<file path="src/rtl/yolo_conv_pkg.sv">
// Shared widths, FSM encoding and requant constants for the conv accumulate/requant stage.
// Optional leaky-ReLU constants are consumed only when YOLO_CONV_LEAKY_RELU_EN is defined.
package yolo_conv_pkg;

    localparam int PROD_W = 22;
    localparam int DATA_W = 16;
    localparam int LEN_W  = 10;
    localparam int ACC_W  = PROD_W + LEN_W;
    localparam int SH_W   = 4;
    // Two guard bits cover acc + shifted bias + rounding constant without wrap.
    localparam int SUM_W  = ACC_W + 2;

    typedef enum logic {
        ACCUM  = 1'b0,
        OUTPUT = 1'b1
    } state_e;

    localparam logic signed [DATA_W-1:0] DATA_MAX = {1'b0, {(DATA_W-1){1'b1}}};
    localparam logic signed [DATA_W-1:0] DATA_MIN = {1'b1, {(DATA_W-1){1'b0}}};

    localparam int LEAKY_MUL = 13;
    localparam int LEAKY_SH  = 7;

endpackage

</file>
<file path="src/rtl/yolo_conv_requant.sv">
// Combinational bias-add, round-half-up, arithmetic shift and saturate to the feature-map format.
// Macro YOLO_CONV_LEAKY_RELU_EN adds a floor((r*13)/128) slope for negative results.
module yolo_conv_requant
    import yolo_conv_pkg::*;
(
    input  logic signed [ACC_W-1:0]  acc_i,
    input  logic signed [DATA_W-1:0] bias_i,
    input  logic        [SH_W-1:0]   shift_i,
    output logic signed [DATA_W-1:0] data_o
);

    localparam logic signed [SUM_W-1:0] SAT_HI = {{(SUM_W-DATA_W){DATA_MAX[DATA_W-1]}}, DATA_MAX};
    localparam logic signed [SUM_W-1:0] SAT_LO = {{(SUM_W-DATA_W){DATA_MIN[DATA_W-1]}}, DATA_MIN};

    logic signed [SUM_W-1:0]  bias_x;
    logic signed [SUM_W-1:0]  rnd;
    logic signed [SUM_W-1:0]  sum;
    logic signed [SUM_W-1:0]  shifted;
    logic signed [DATA_W-1:0] sat;

    always_comb begin
        bias_x  = {{(SUM_W-DATA_W){bias_i[DATA_W-1]}}, bias_i} <<< shift_i;
        rnd     = (shift_i == '0) ? '0 : (SUM_W'(1) << (shift_i - SH_W'(1)));
        sum     = {{(SUM_W-ACC_W){acc_i[ACC_W-1]}}, acc_i} + bias_x + rnd;
        shifted = sum >>> shift_i;
        if (shifted > SAT_HI) begin
            sat = DATA_MAX;
        end else if (shifted < SAT_LO) begin
            sat = DATA_MIN;
        end else begin
            sat = shifted[DATA_W-1:0];
        end
    end

`ifdef YOLO_CONV_LEAKY_RELU_EN
    localparam int LK_W = DATA_W + 4;

    logic signed [LK_W-1:0] lk_mul;
    logic signed [LK_W-1:0] lk_sh;

    always_comb begin
        lk_mul = {{(LK_W-DATA_W){sat[DATA_W-1]}}, sat} * $signed(LK_W'(LEAKY_MUL));
        lk_sh  = lk_mul >>> LEAKY_SH;
        data_o = sat[DATA_W-1] ? lk_sh[DATA_W-1:0] : sat;
    end
`else
    assign data_o = sat;
`endif

endmodule

</file>
<file path="src/rtl/yolo_conv_acc_requant.sv">
// Accumulates one kernel window of products, then emits one requantised pixel per window.
// Pixel valid one cycle after the final beat; prod_tready drops while the pixel waits for out_tready.
module yolo_conv_acc_requant
    import yolo_conv_pkg::*;
(
    input  logic                     ap_clk,
    input  logic                     ap_rst_n,
    input  logic        [LEN_W-1:0]  cfg_len,
    input  logic signed [DATA_W-1:0] cfg_bias,
    input  logic        [4:0]        cfg_shift,
    input  logic signed [PROD_W-1:0] prod_tdata,
    input  logic                     prod_tvalid,
    output logic                     prod_tready,
    input  logic                     prod_tlast,
    output logic signed [DATA_W-1:0] out_tdata,
    output logic                     out_tvalid,
    input  logic                     out_tready,
    output logic                     err_last
);

    state_e                   state_q, state_d;
    logic        [LEN_W-1:0]  cnt_q, cnt_d;
    logic signed [ACC_W-1:0]  acc_q, acc_d;
    logic        [LEN_W-1:0]  len_q, len_d;
    logic signed [DATA_W-1:0] bias_q, bias_d;
    logic        [SH_W-1:0]   shift_q, shift_d;
    logic signed [DATA_W-1:0] out_q, out_d;
    logic                     err_q, err_d;
    // Holds prod_tready low for the first cycle after reset release.
    logic                     live_q;

    logic                     beat;
    logic                     first;
    logic                     at_end;
    logic                     close;
    logic        [LEN_W-1:0]  len_in;
    logic        [SH_W-1:0]   shift_in;
    logic        [LEN_W-1:0]  cur_len;
    logic signed [ACC_W-1:0]  prod_x;
    logic signed [DATA_W-1:0] rq_data;

    always_ff @(posedge ap_clk or negedge ap_rst_n) begin
        if (!ap_rst_n) begin
            state_q <= ACCUM;
            cnt_q   <= '0;
            acc_q   <= '0;
            len_q   <= '0;
            bias_q  <= '0;
            shift_q <= '0;
            out_q   <= '0;
            err_q   <= 1'b0;
            live_q  <= 1'b0;
        end else begin
            state_q <= state_d;
            cnt_q   <= cnt_d;
            acc_q   <= acc_d;
            len_q   <= len_d;
            bias_q  <= bias_d;
            shift_q <= shift_d;
            out_q   <= out_d;
            err_q   <= err_d;
            live_q  <= 1'b1;
        end
    end

    always_comb begin
        state_d = state_q;
        case (state_q)
            ACCUM:   if (close)      state_d = OUTPUT;
            OUTPUT:  if (out_tready) state_d = ACCUM;
            default: state_d = ACCUM;
        endcase
    end

    always_comb begin
        prod_tready = (state_q == ACCUM) && live_q;
        out_tvalid  = (state_q == OUTPUT);
        out_tdata   = out_q;
        err_last    = err_q;
    end

    // On the opening beat the shadow registers are not yet loaded, so the live cfg is used.
    always_comb begin
        beat     = prod_tvalid && prod_tready;
        first    = (cnt_q == '0);
        len_in   = (cfg_len == '0) ? LEN_W'(1) : cfg_len;
        shift_in = (cfg_shift > 5'd15) ? SH_W'(15) : cfg_shift[SH_W-1:0];
        cur_len  = first ? len_in : len_q;
        at_end   = (cnt_q == cur_len - LEN_W'(1));
        close    = beat && at_end;
        prod_x   = {{(ACC_W-PROD_W){prod_tdata[PROD_W-1]}}, prod_tdata};

        len_d   = len_q;
        bias_d  = bias_q;
        shift_d = shift_q;
        acc_d   = acc_q;
        cnt_d   = cnt_q;
        err_d   = err_q;
        out_d   = out_q;

        if (beat) begin
            if (first) begin
                len_d   = len_in;
                bias_d  = cfg_bias;
                shift_d = shift_in;
                acc_d   = prod_x;
            end else begin
                acc_d   = acc_q + prod_x;
            end
            cnt_d = at_end ? '0 : cnt_q + LEN_W'(1);
            if (prod_tlast != at_end) begin
                err_d = 1'b1;
            end
        end
        if (close) begin
            out_d = rq_data;
        end
    end

    yolo_conv_requant u_requant (
        .acc_i   (acc_d),
        .bias_i  (bias_d),
        .shift_i (shift_d),
        .data_o  (rq_data)
    );

endmodule

</file>
<file path="config.mk">
export PLATFORM = sky130hd
export DESIGN_NAME = yolo_conv_acc_requant
export DESIGN_NICKNAME = d
export VERILOG_FILES = /design/src/rtl/yolo_conv_pkg.sv /design/src/rtl/yolo_conv_requant.sv /design/src/rtl/yolo_conv_acc_requant.sv
export SDC_FILE = /design/constraint.sdc
export NUM_CORES = 1
export LEC_CHECK = 0
export ABC_AREA = 1
export BUFFER_PORTS_ARGS = -buffer_cell sky130_fd_sc_hd__buf_4
export CORE_MARGIN = 4
export CORE_UTILIZATION = 34
export DETAILED_ROUTE_END_ITERATION = 8
export GPL_TIMING_DRIVEN = 1
export PLACE_DENSITY_LB_ADDON = 0.08
export REMOVE_ABC_BUFFERS = 1
export SETUP_SLACK_MARGIN = 0.3
export SLEW_MARGIN = 20
export SYNTH_ARGS = -nofsm -noshare
export SYNTH_HDL_FRONTEND = slang
export SYNTH_SLANG_ARGS = --single-unit
</file>
<file path="constraint.sdc">
create_clock -name ap_clk -period 8.15 [get_ports ap_clk]
set_input_delay 1.63 -clock ap_clk [delete_from_list [all_inputs] [get_ports ap_clk]]
set_output_delay 1.63 -clock ap_clk [all_outputs]
set_load 0.01 [all_outputs]
</file>
# After elaboration in Yosys (flattened, before gate mapping)
# Cells that the tools add are included.
dict set report totals {
  regBits 91
  input_bits 58
}
dict set report op_classes {
  addsub 6
  n_lt_le_gt_ge 3
  eq_ne 2
  n_shift 3
  muxes 16
  n_bitwise 1
  reduce_logical 7
}
# cell count
set ops {}
lappend ops {{adder 34 bit} 2}
lappend ops {{2-to-1 mux 16 bit} 4}
lappend ops {{2-to-1 mux 32 bit} 2}
lappend ops {{greater-than comparator 34 x 16 -> 1 bit (second input constant)} 1}
lappend ops {{< comparator 34 x 16 -> 1 bit (second input constant)} 1}
lappend ops {{2-to-1 mux 34 bit} 1}
lappend ops {{left shift 1 x 4 -> 34 bit (first input constant)} 1}
lappend ops {{<<< shifter 34 x 4 -> 34 bit} 1}
lappend ops {{>>> shifter 34 x 4 -> 34 bit} 1}
lappend ops {{adder 32 x 22 -> 32 bit} 1}
lappend ops {{2-to-1 mux 10 bit} 3}
lappend ops {{zero test 10 bit} 2}
lappend ops {{2-to-1 mux 4 bit} 3}
lappend ops {{adder 10 x 1 -> 10 bit (second input constant)} 1}
lappend ops {{== test 10 bit} 1}
lappend ops {{subtractor 10 x 1 -> 10 bit (second input constant)} 1}
lappend ops {{greater-than comparator 5 x 4 -> 1 bit (second input constant)} 1}
lappend ops {{zero test 4 bit} 1}
lappend ops {{subtractor 4 x 1 -> 4 bit (second input constant)} 1}
lappend ops {{logical AND 1 bit} 3}
lappend ops {{2-to-1 mux 1 bit} 2}
lappend ops {{one-hot mux 1 bit (2 select lines)} 1}
lappend ops {{AND reduction 2 bit} 1}
lappend ops {{inequality test 1 bit} 1}
lappend ops {{inverter 1 bit} 1}

# Depth between registers and ports, before layout
# Gate-level depths: netlist of the first run.
dict set report logic_depth {
  ltp_word 12
  ltp_mapped 48
  ltp_nobuf 43
}

# Hierarchy
# A second synthesis of the first run with hierarchy kept.
dict set report hier_totals {
  cells_unflattened 2093
  hier_area_um2 12359.4
}
# module instances cells_per_inst area_per_inst_um2 seq_area_each_um2
set by_module_without_submodules {}
lappend by_module_without_submodules {yolo_conv_acc_requant 1 890 6412.4 2277.2}
lappend by_module_without_submodules {yolo_conv_requant 1 1203 5947.0 0.0}

# Least setup slack after synthesis of the first run
# OpenSTA, ideal clock, no wires.
dict set report synth_path {
  path_kind {input -> register}
  start {input prod_tvalid}
  end {register out_q[7] (netlist: out_tdata[7])}
  setup_time_ns 0.073
  arrival_ns 6.710
  path_slack_ns 1.367
  path_stages 36
  cell_sequence {nand2_1 > inv_2 > nand2_2 > clkbuf_1 > o21ai_4 > inv_1 > clkbuf_1 > clkbuf_1 > clkbuf_1 > nor3_1 > fa_1 > ha_1 > inv_1 > fa_1 > inv_1 > nand2_1 > nand2_1 > nand3_1 > nand2_1 > nand2_1 > nand2_1 > nand2_1 > nand2_1 > nand2_1 > nand2_1 > nand2_1 > nand3_1 > nand2_1 > o21ai_2 > nand2_1 > nor2_1 > nand2_1 > o21ai_4 > buf_6 > nand2_2 > a21oi_2}
}
dict set report synth_between {
  elab_chain_cells 10
  word_cells_on_any_way 17
  cone_classes {add/sub (3); order compare (2); shift (3); mux (6); reduce/logical (3)}
}
# item line_no
set synth_rtl {}
lappend synth_rtl {{from (decl)} yolo_conv_acc_requant.sv:12} ;# input logic prod_tvalid,
lappend synth_rtl {{logical AND 1 bit *} yolo_conv_acc_requant.sv:84} ;# beat = prod_tvalid && prod_tready;
lappend synth_rtl {{parallel branches: the longest is 9 deep, another holds adder 34 bit} --}
lappend synth_rtl {{to (signal assigned)} yolo_conv_acc_requant.sv:60} ;# out_q <= out_d;
lappend synth_rtl {{to (decl)} yolo_conv_acc_requant.sv:27} ;# logic signed [DATA_W-1:0] out_q, out_d;
# Mark *: on every way between the ends.
# A chain may end at the register's enable or synchronous reset.

# Worst setup path after layout of the first run
dict set report layout_path {
  start {input prod_tdata[0]}
  end {register out_q[4] (netlist: out_tdata[4])}
}
dict set report layout_between {
  elab_chain_cells 9
  word_cells_on_any_way 10
  cone_classes {add/sub (3); order compare (2); shift (1); mux (4)}
}
# item line_no
set layout_rtl {}
lappend layout_rtl {{from (decl)} yolo_conv_acc_requant.sv:11} ;# input logic signed [PROD_W-1:0] prod_tdata,
lappend layout_rtl {{adder 32 x 22 -> 32 bit *} yolo_conv_acc_requant.sv:108} ;# acc_d = acc_q + prod_x;
lappend layout_rtl {{2-to-1 mux 32 bit *} yolo_conv_acc_requant.sv:102} ;# if (first) begin
lappend layout_rtl {{2-to-1 mux 32 bit *} yolo_conv_acc_requant.sv:101} ;# if (beat) begin
lappend layout_rtl {{named net acc_d[26]} yolo_conv_acc_requant.sv:23} ;# logic signed [ACC_W-1:0] acc_q, acc_d;
lappend layout_rtl {{adder 34 bit * (2 in a row)} yolo_conv_requant.sv:24} ;# sum = {{(SUM_W-ACC_W){acc_i[ACC_W-1]}}, acc_i} + bias_x + rnd;
lappend layout_rtl {{>>> shifter 34 x 4 -> 34 bit *} yolo_conv_requant.sv:25} ;# shifted = sum >>> shift_i;
lappend layout_rtl {{< comparator 34 x 16 -> 1 bit} yolo_conv_requant.sv:28} ;# end else if (shifted < SAT_LO) begin
lappend layout_rtl {{2-to-1 mux 16 bit} yolo_conv_requant.sv:28}
lappend layout_rtl {{2-to-1 mux 16 bit *} yolo_conv_requant.sv:26} ;# if (shifted > SAT_HI) begin
# Mark *: on every way through the listed nets, which the timed path passes. The rest lies on a longest branch.

==> results of run 1 <==
-- worst reg2reg max path: cells and delay by family (launching register included) --
| kind | cells | cell delay (ns) |
|---|---|---|
| fa+ha+maj | 3 | 1.05 |
| simple gates | 24 | 3.57 |
| compound gates | 5 | 0.87 |
| buf+inv | 6 | 0.91 |
| flops | 1 | 0.39 |
-- power by group through the flow --
stage	clock network [mW]	registers, mW	logic [mW]
final	0.443	0.625	2.54
after global routing	0.479	0.639	2.93
after CTS	0.461	0.626	2.54
after detailed placement	0	0.634	2.53
after global placement	0	0.634	2.53
after floorplan	0	0.612	1.88
-- sequential cells by signal (all words and copies together), names as in the netlist --
signal and count:
acc_q 32, bias_q 16, out_tdata 16, cnt_q 10, len_q 10, shift_q 4, err_last 1, live_q 1
out_tvalid 1
-- cells by family (layout without fill, tap and decap cells) --
logic type | after synthesis | after routing | share of synthesized area
flip-flops | 91 | 91 | 0.1908
other | 2 | 2 | 0.0006293
AND/OR/NAND/NOR | 1036 | 1036 | 0.3701
adder cells (fa/ha/maj) | 100 | 100 | 0.1162
buffers and inverters | 364 | 409 | 0.1211
multiplexers | 11 | 11 | 0.009331
AO/OA/AOI/OAI | 320 | 320 | 0.1559
XOR/XNOR | 49 | 49 | 0.03596
-- worst min path at each step --
stage | from | end | slack, ns
floorplan | bias_q[10] | bias_q[10] | 0.44
global placement | err_last | err_last | 0.46
detailed placement | err_last | err_last | 0.46
CTS | err_last | err_last | 0.48
global route | bias_q[13] | bias_q[13] | 0.50
finish | err_last | err_last | 0.48
-- metal layers --
layer / track usage / vias up
met2: 0.3363 / 223
met5: 0 / -
li1: - / 6417
met1: 0.2985 / 5528
met3: 0.02088 / 25
met4: 0.04422 / 0
-- placed cells by master (no fill, tap or decap), types with 10 or more instances in the layout --
master,n
a21oi_1,73
a21oi_2,10
a2bb2oi_1,10
buf_4,92
dfrtp_1,91
fa_1,18
ha_1,82
inv_1,286
mux2i_1,10
nand2_1,632
nand2_2,12
nand3_1,193
nand4_1,14
nor2_1,129
nor3_1,15
o21a_1,10
o21ai_0,151
o21ai_1,10
or2_2,13
xnor2_1,21
xor2_1,28
-- synth_stat cells, drive strengths merged (8+ instances only) --
master and count:
nor3 16, clkbuf 29, o211ai 9, nand4 15
nand2 646, a21oi 84, dfrtp 91, nand3 199
o22ai 8, fa 18, ha 82, xor2 28
a2bb2oi 10, or2 15, o21ai 167, mux2i 10
inv 297, xnor2 21, o21a 10, nor2 133
a31oi 9, buf 36
-- cell type report --
class	instances	area [µm²]
fill	3926	21290
multi-input combinational	1518	8244
sequential	91	2277
inverter	299	1127
timing repair buffer	94	730.7
tap	455	569.3
clock buffer	9	225.2
clock inverter	7	77.57
-- metrics by stage --
stage / hold WS [ns] / std cells / instance area (µm²) / worst slack [ns]
floorplan: 0.4446 / 1908 / 11610 / -0.4652
global placement: 0.4634 / 2455 / 12890 / 0.07582
detailed placement: 0.4640 / 2455 / 12890 / -0.05196
CTS: 0.4848 / 2471 / 13190 / 0.3363
global route: 0.4961 / 2473 / 13250 / 0.3129
finish: 0.4764 / 2473 / 13250 / 0.9468
-- repair_timing --
item / in CTS / in global routing
endpoints found under the setup margin: 0 / 15
buffers inserted: 0 / 2
resized for setup: 0 / 14
==> impl_metrics.env, run 1 <==
export IMPL_cts_sinks=91
export IMPL_arrival_ns=7.44
export IMPL_grt_max_degree=65
export IMPL_design_core_area_um2=34540
export IMPL_synth_largest_area_cell="nand2_1"
export IMPL_overflow=0
export IMPL_dr_wl_met3_um=1400
export IMPL_status="completed"
export IMPL_dp_hpwl_um=31850
export IMPL_timing_fmax_ghz=0.1388
export IMPL_antenna_found_initial=0
export IMPL_io_pins=77
export IMPL_power_mw=3.605
export IMPL_worstSkewPairLatency_ns=0.36
export IMPL_diodes=0
export IMPL_power_density_nw_per_um2=272.1
export IMPL_cp_end_kind="register"
export IMPL_p_sw_mw=1.918
export IMPL_setup_viol=0
export IMPL_setup_tns_final_ns=0
export IMPL_cp_slowest_cell="fa_1"
export IMPL_comb_power_share=0.704
export IMPL_nets=2171
export IMPL_seqPwrFrac=0.173
export IMPL_drc=0
export IMPL_peakVddDrop_uv=96.79
export IMPL_drive_above_1_share=0.09068
export IMPL_path_delay_family="simple AND/OR/NAND/NOR gates"
export IMPL_drt_iter0_drc=748
export IMPL_worstMarginPinSlew_ns=0.8055
export IMPL_critPathBufInv=4
export IMPL_drt_pass1_iterations=6
export IMPL_highest_layer="met4"
export IMPL_wl_met2_um=17540
export IMPL_syn2layout_area_growth_pct=11.04
export IMPL_synth_edff_count=0
export IMPL_grt_pass1_wl_um=64340
export IMPL_worstHoldPathCells=1
export IMPL_drv_slew=0
export IMPL_ys_warn_count=0
export IMPL_hold_path_class="register to register"
export IMPL_cts_max_level=3
export IMPL_async_reset_ff_frac=1.000
export IMPL_ctsHoldBuffers=0
export IMPL_worst_setup_path_start_kind="primary input"
export IMPL_p_clk_frac=0.123
export IMPL_die_y_um=195.4
export IMPL_dr_total_vias=12190
export IMPL_synth_seq_cells=91
export IMPL_synth_top_area_frac=0.1991
export IMPL_fin_skew_ns=0.01205
export IMPL_finalHoldViolCount=0
export IMPL_vias_per_cell=4.930
export IMPL_crit_top_cell="nand2_1"
export IMPL_reg2reg_slack_ns=1.25
export IMPL_post_route_min_period_ns=7.203
export IMPL_fin_util=0.3836
export IMPL_internal_power_mw=1.687
export IMPL_grt_pass1_vias=11840
export IMPL_yosysUniqueCellTypes=60
export IMPL_rows=68
export IMPL_portBuffers=76
export IMPL_initial_utilization=0.3455
export IMPL_crit_end="out_tdata[4]"
export IMPL_drv_cap=0
export IMPL_cp_depth=40
export IMPL_die_area_um2=38160
export IMPL_crit_type="primary input to register"
export IMPL_synth_flop_cell="dfrtp_1"
export IMPL_root_buffer="clkbuf_16"
export IMPL_clkSlewWorstSetupHoldPaths_ns=0.07
export IMPL_final_antenna_net_count=0
export IMPL_clk_path_buf_depth=2
export IMPL_grt_use_total=0.2069
export IMPL_syn_inst=1973
export IMPL_r2r_cells=38
export IMPL_finalCritPeriodShare=0.8838
export IMPL_cp_max_fo=15
export IMPL_gp_routability_congestion=0.8922
export IMPL_wl_per_cell_um=15.81
export IMPL_swShare=0.5320
export IMPL_wl_met1_um=19530
export IMPL_netlist_area_um2=11930
export IMPL_die_w_um=195.4
export IMPL_synth_area_leaders="nand2_1, dfrtp_1, inv_1, ha_1, nand3_1"
export IMPL_slowest_delay_ns=0.41
export IMPL_timing_rr_end="out_tdata[4]"
export IMPL_rsz0062_at_grt="no"
export IMPL_crit_reg2reg_launch="cnt_q[0]"
export IMPL_avgSynthCellArea_um2=6.049
export IMPL_cp_required_ns=8.39
export IMPL_startpoint="prod_tdata[0]"
export IMPL_drt_total_wl_um=39090
export IMPL_p_leak_nw=7.187
export IMPL_numCtsBuffers=9
export IMPL_ys_seq_area_frac=0.1908
export IMPL_cts_tree="yes"
export IMPL_slew_headroom=0.4624
Note: power is estimated with default switching activity, not from simulation.
==> inputs of run 2 (changes only) <==
ABC_AREA = default   (was 1)
==> run 2 against run 1 <==
Worst hold slack got worse by 0.0020 ns. Worst setup slack lost 0.89 ns. Synthesized cell count fell by 24%. Clock skew is 0.0043 ns higher. Die area down 4.5%. Register-to-register slack worse by 0.58 ns. Global-route usage grew 2.7 points. Cell area rose by 24%. Sequential cell count did not move. Critical path type unchanged. Largest cell class unchanged.
==> impl_metrics.env, run 2 <==
export IMPL_status="completed"
export IMPL_drt_pass1_iterations=5
export IMPL_cts_sinks=91
export IMPL_largest_reg_flops=32
export IMPL_design_core_area_um2=32780
export IMPL_overflow=0
export IMPL_root_buffer="clkbuf_16"
export IMPL_timing_rr_end="out_tdata[6]"
export IMPL_die_y_um=190.9
export IMPL_vias_per_cell=5.375
export IMPL_finalCritPeriodShare=0.9934
export IMPL_finish_instance_area_um2=16390
export IMPL_numCtsBuffers=9
export IMPL_synth_area_leaders="dfrtp_1, ha_1, mux2i_1, nand2_1, a21oi_1"
export IMPL_setup_viol=0
export IMPL_die_w_um=190.9
export IMPL_drc=0
export IMPL_final_antenna_net_count=0
export IMPL_finalHoldViolCount=0
export IMPL_grt_use_total=0.2337
export IMPL_clkSlewWorstSetupHoldPaths_ns=0.07
export IMPL_startpoint="prod_tdata[0]"
export IMPL_reg2reg_slack_ns=0.67
export IMPL_whs_ns=0.4744
export IMPL_ys_seq_area_frac=0.2002
export IMPL_cts_max_level=3
export IMPL_worstHoldPathCells=1
export IMPL_die_area_um2=36450
export IMPL_most_common_layout_cells="buf_4, nand2_1, nor2_1"
export IMPL_synth_top_area_frac=0.2002
export IMPL_drv_slew=0
export IMPL_holdPathEnd="err_last"
export IMPL_dr_total_vias=12520
export IMPL_worstMarginPinSlew_ns=0.7434
export IMPL_antenna_found_initial=0
export IMPL_grt_pass1_vias=12250
export IMPL_cts_tree="yes"
export IMPL_crit_reg2reg_launch="cnt_q[0]"
export IMPL_ctsHoldBuffers=0
export IMPL_gp_routability_congestion=0.8861
export IMPL_grt_pass1_wl_um=67550
export IMPL_mostFrequentLayoutCell="buf_4"
export IMPL_worstSkewPairLatency_ns=0.38
export IMPL_r2r_cells=35
export IMPL_worstHoldStart="err_last"
export IMPL_top_register="acc_q"
export IMPL_synth_largest_area_cell="dfrtp_1"
export IMPL_ys_warn_count=0
export IMPL_synth_flop_cell="dfrtp_1"
export IMPL_clk_path_buf_depth=2
export IMPL_yosysMostFrequentCell="nand2_1"
export IMPL_nets=2039
export IMPL_timing_fmax_ghz=0.1235
export IMPL_fin_skew_ns=0.01636
export IMPL_cp_max_fo=7
export IMPL_cp_slowest_cell="o41ai_4"
export IMPL_wl_per_cell_um=18.58
export IMPL_drt_total_wl_um=43280
export IMPL_cp_end_kind="register"
export IMPL_yosysUniqueCellTypes=81
export IMPL_netlist_area_um2=11380
export IMPL_drv_cap=0
export IMPL_portBuffers=76
export IMPL_async_reset_ff_frac=1.000
export IMPL_dp_hpwl_um=33610
export IMPL_syn2layout_area_growth_pct=44.08
export IMPL_io_pins=77
export IMPL_rows=66
export IMPL_slew_headroom=0.5027
export IMPL_syn_inst=1494
export IMPL_placed_area_um2=14850
export IMPL_initial_utilization=0.3470
export IMPL_post_route_min_period_ns=8.097
export IMPL_drt_iter0_drc=855
export IMPL_arrival_ns=8.34
export IMPL_rsz0062_at_grt="yes"
export IMPL_avgSynthCellArea_um2=7.615
export IMPL_worst_setup_path_start_kind="primary input"
export IMPL_grt_max_degree=48
export IMPL_synth_edff_count=0
export IMPL_crit_type="primary input to register"
export IMPL_hold_path_class="register to register"
export IMPL_slowest_delay_ns=0.40
export IMPL_crit_top_cell="buf_4"
export IMPL_yosys_top_cells_count="nand2_1, nor2_1, a21oi_1, o21ai_0, mux2i_1"
export IMPL_drive_above_1_share=0.3446
export IMPL_synth_seq_cells=91
export IMPL_cp_required_ns=8.39
-- run 2: changes by cell type after synthesis, sizes merged, moves of 26 or more --
cell and delta:
a21o +35, a21oi +28, clkbuf +26, inv -224
mux2i +89, nand2 -456, nand3 -168, o21ai -64
-- run 2: cell type report --
cell class,instances,area [µm²]
Multi-Input combinational cell,1244,9400
Antenna cell,1,2.502
Clock inverter,5,60.06
Sequential cell,91,2277
Clock buffer,11,242.7
Timing Repair Buffer,461,3578
Fill cell,3300,16390
Inverter,74,277.8
Tap cell,442,553.0
-- run 2: logic make-up (layout without fill, tap and decap cells) --
logic type | count (synthesis) | count (layout) | synth area share
buffers and inverters | 159 | 551 | 0.05521
adder cells (fa/ha/maj) | 100 | 100 | 0.1219
other | 2 | 3 | 0.0006601
AND/OR/NAND/NOR | 508 | 508 | 0.2051
XOR/XNOR | 62 | 62 | 0.04773
AO/OA/AOI/OAI | 454 | 454 | 0.2616
multiplexers | 118 | 118 | 0.1077
flip-flops | 91 | 91 | 0.2002
-- run 2: through the flow --
stage	std cells	TNS (ns)	worst slack (ns)	utilization
after global placement	2275	-11.73	-0.7854	0.4530
after global routing	2328	-2.592	-0.2085	0.4999
after floorplan	1409	-42.66	-2.792	-
after detailed placement	2275	-13.04	-0.8790	0.4530
final	2329	0	0.05341	0.5000
after CTS	2315	0	0.09383	0.4873
-- run 2: layer usage --
layer,global-route usage,vias to the layer above,share of wire
met3,0.02867,47,0.033
met5,0,-,0
met4,0.05884,0,0.022
li1,-,6223,-
met2,0.3797,230,0.46
met1,0.3307,6019,0.49
-- run 2: worst max path at each step --
stage | to | slack [ns] | depth (start not counted)
3_3_place_gp | out_tdata[1] | -0.79 | 34
3_5_place_dp | out_tdata[9] | -0.88 | 34
2_1_floorplan | out_tdata[0] | -2.79 | 22
5_1_grt | out_tdata[6] | -0.21 | 34
4_1_cts | out_tdata[11] | 0.09 | 34
6_report | out_tdata[6] | 0.05 | 38
-- run 2: critical path, delay by kind of cell --
family          cells  cell delay (ns)
buf+inv             9             1.35
simple gates        4             0.62
mux                 1             0.15
fa+ha+maj           4             0.88
compound gates     19             3.56
xor+xnor            1             0.15
-- run 2: what timing repair did --
action                                  CTS  global route
hold endpoints to repair                  0             0
endpoints found under the setup margin   15            15
cloned                                    2             0
resized for setup                       127            67
buffers inserted                         22            13
pin swaps                                24            49
Power of run 2 is left out: the tool's default activity adds up to more than one toggle a clock period on the data nets, which glitch-free logic cannot reach.
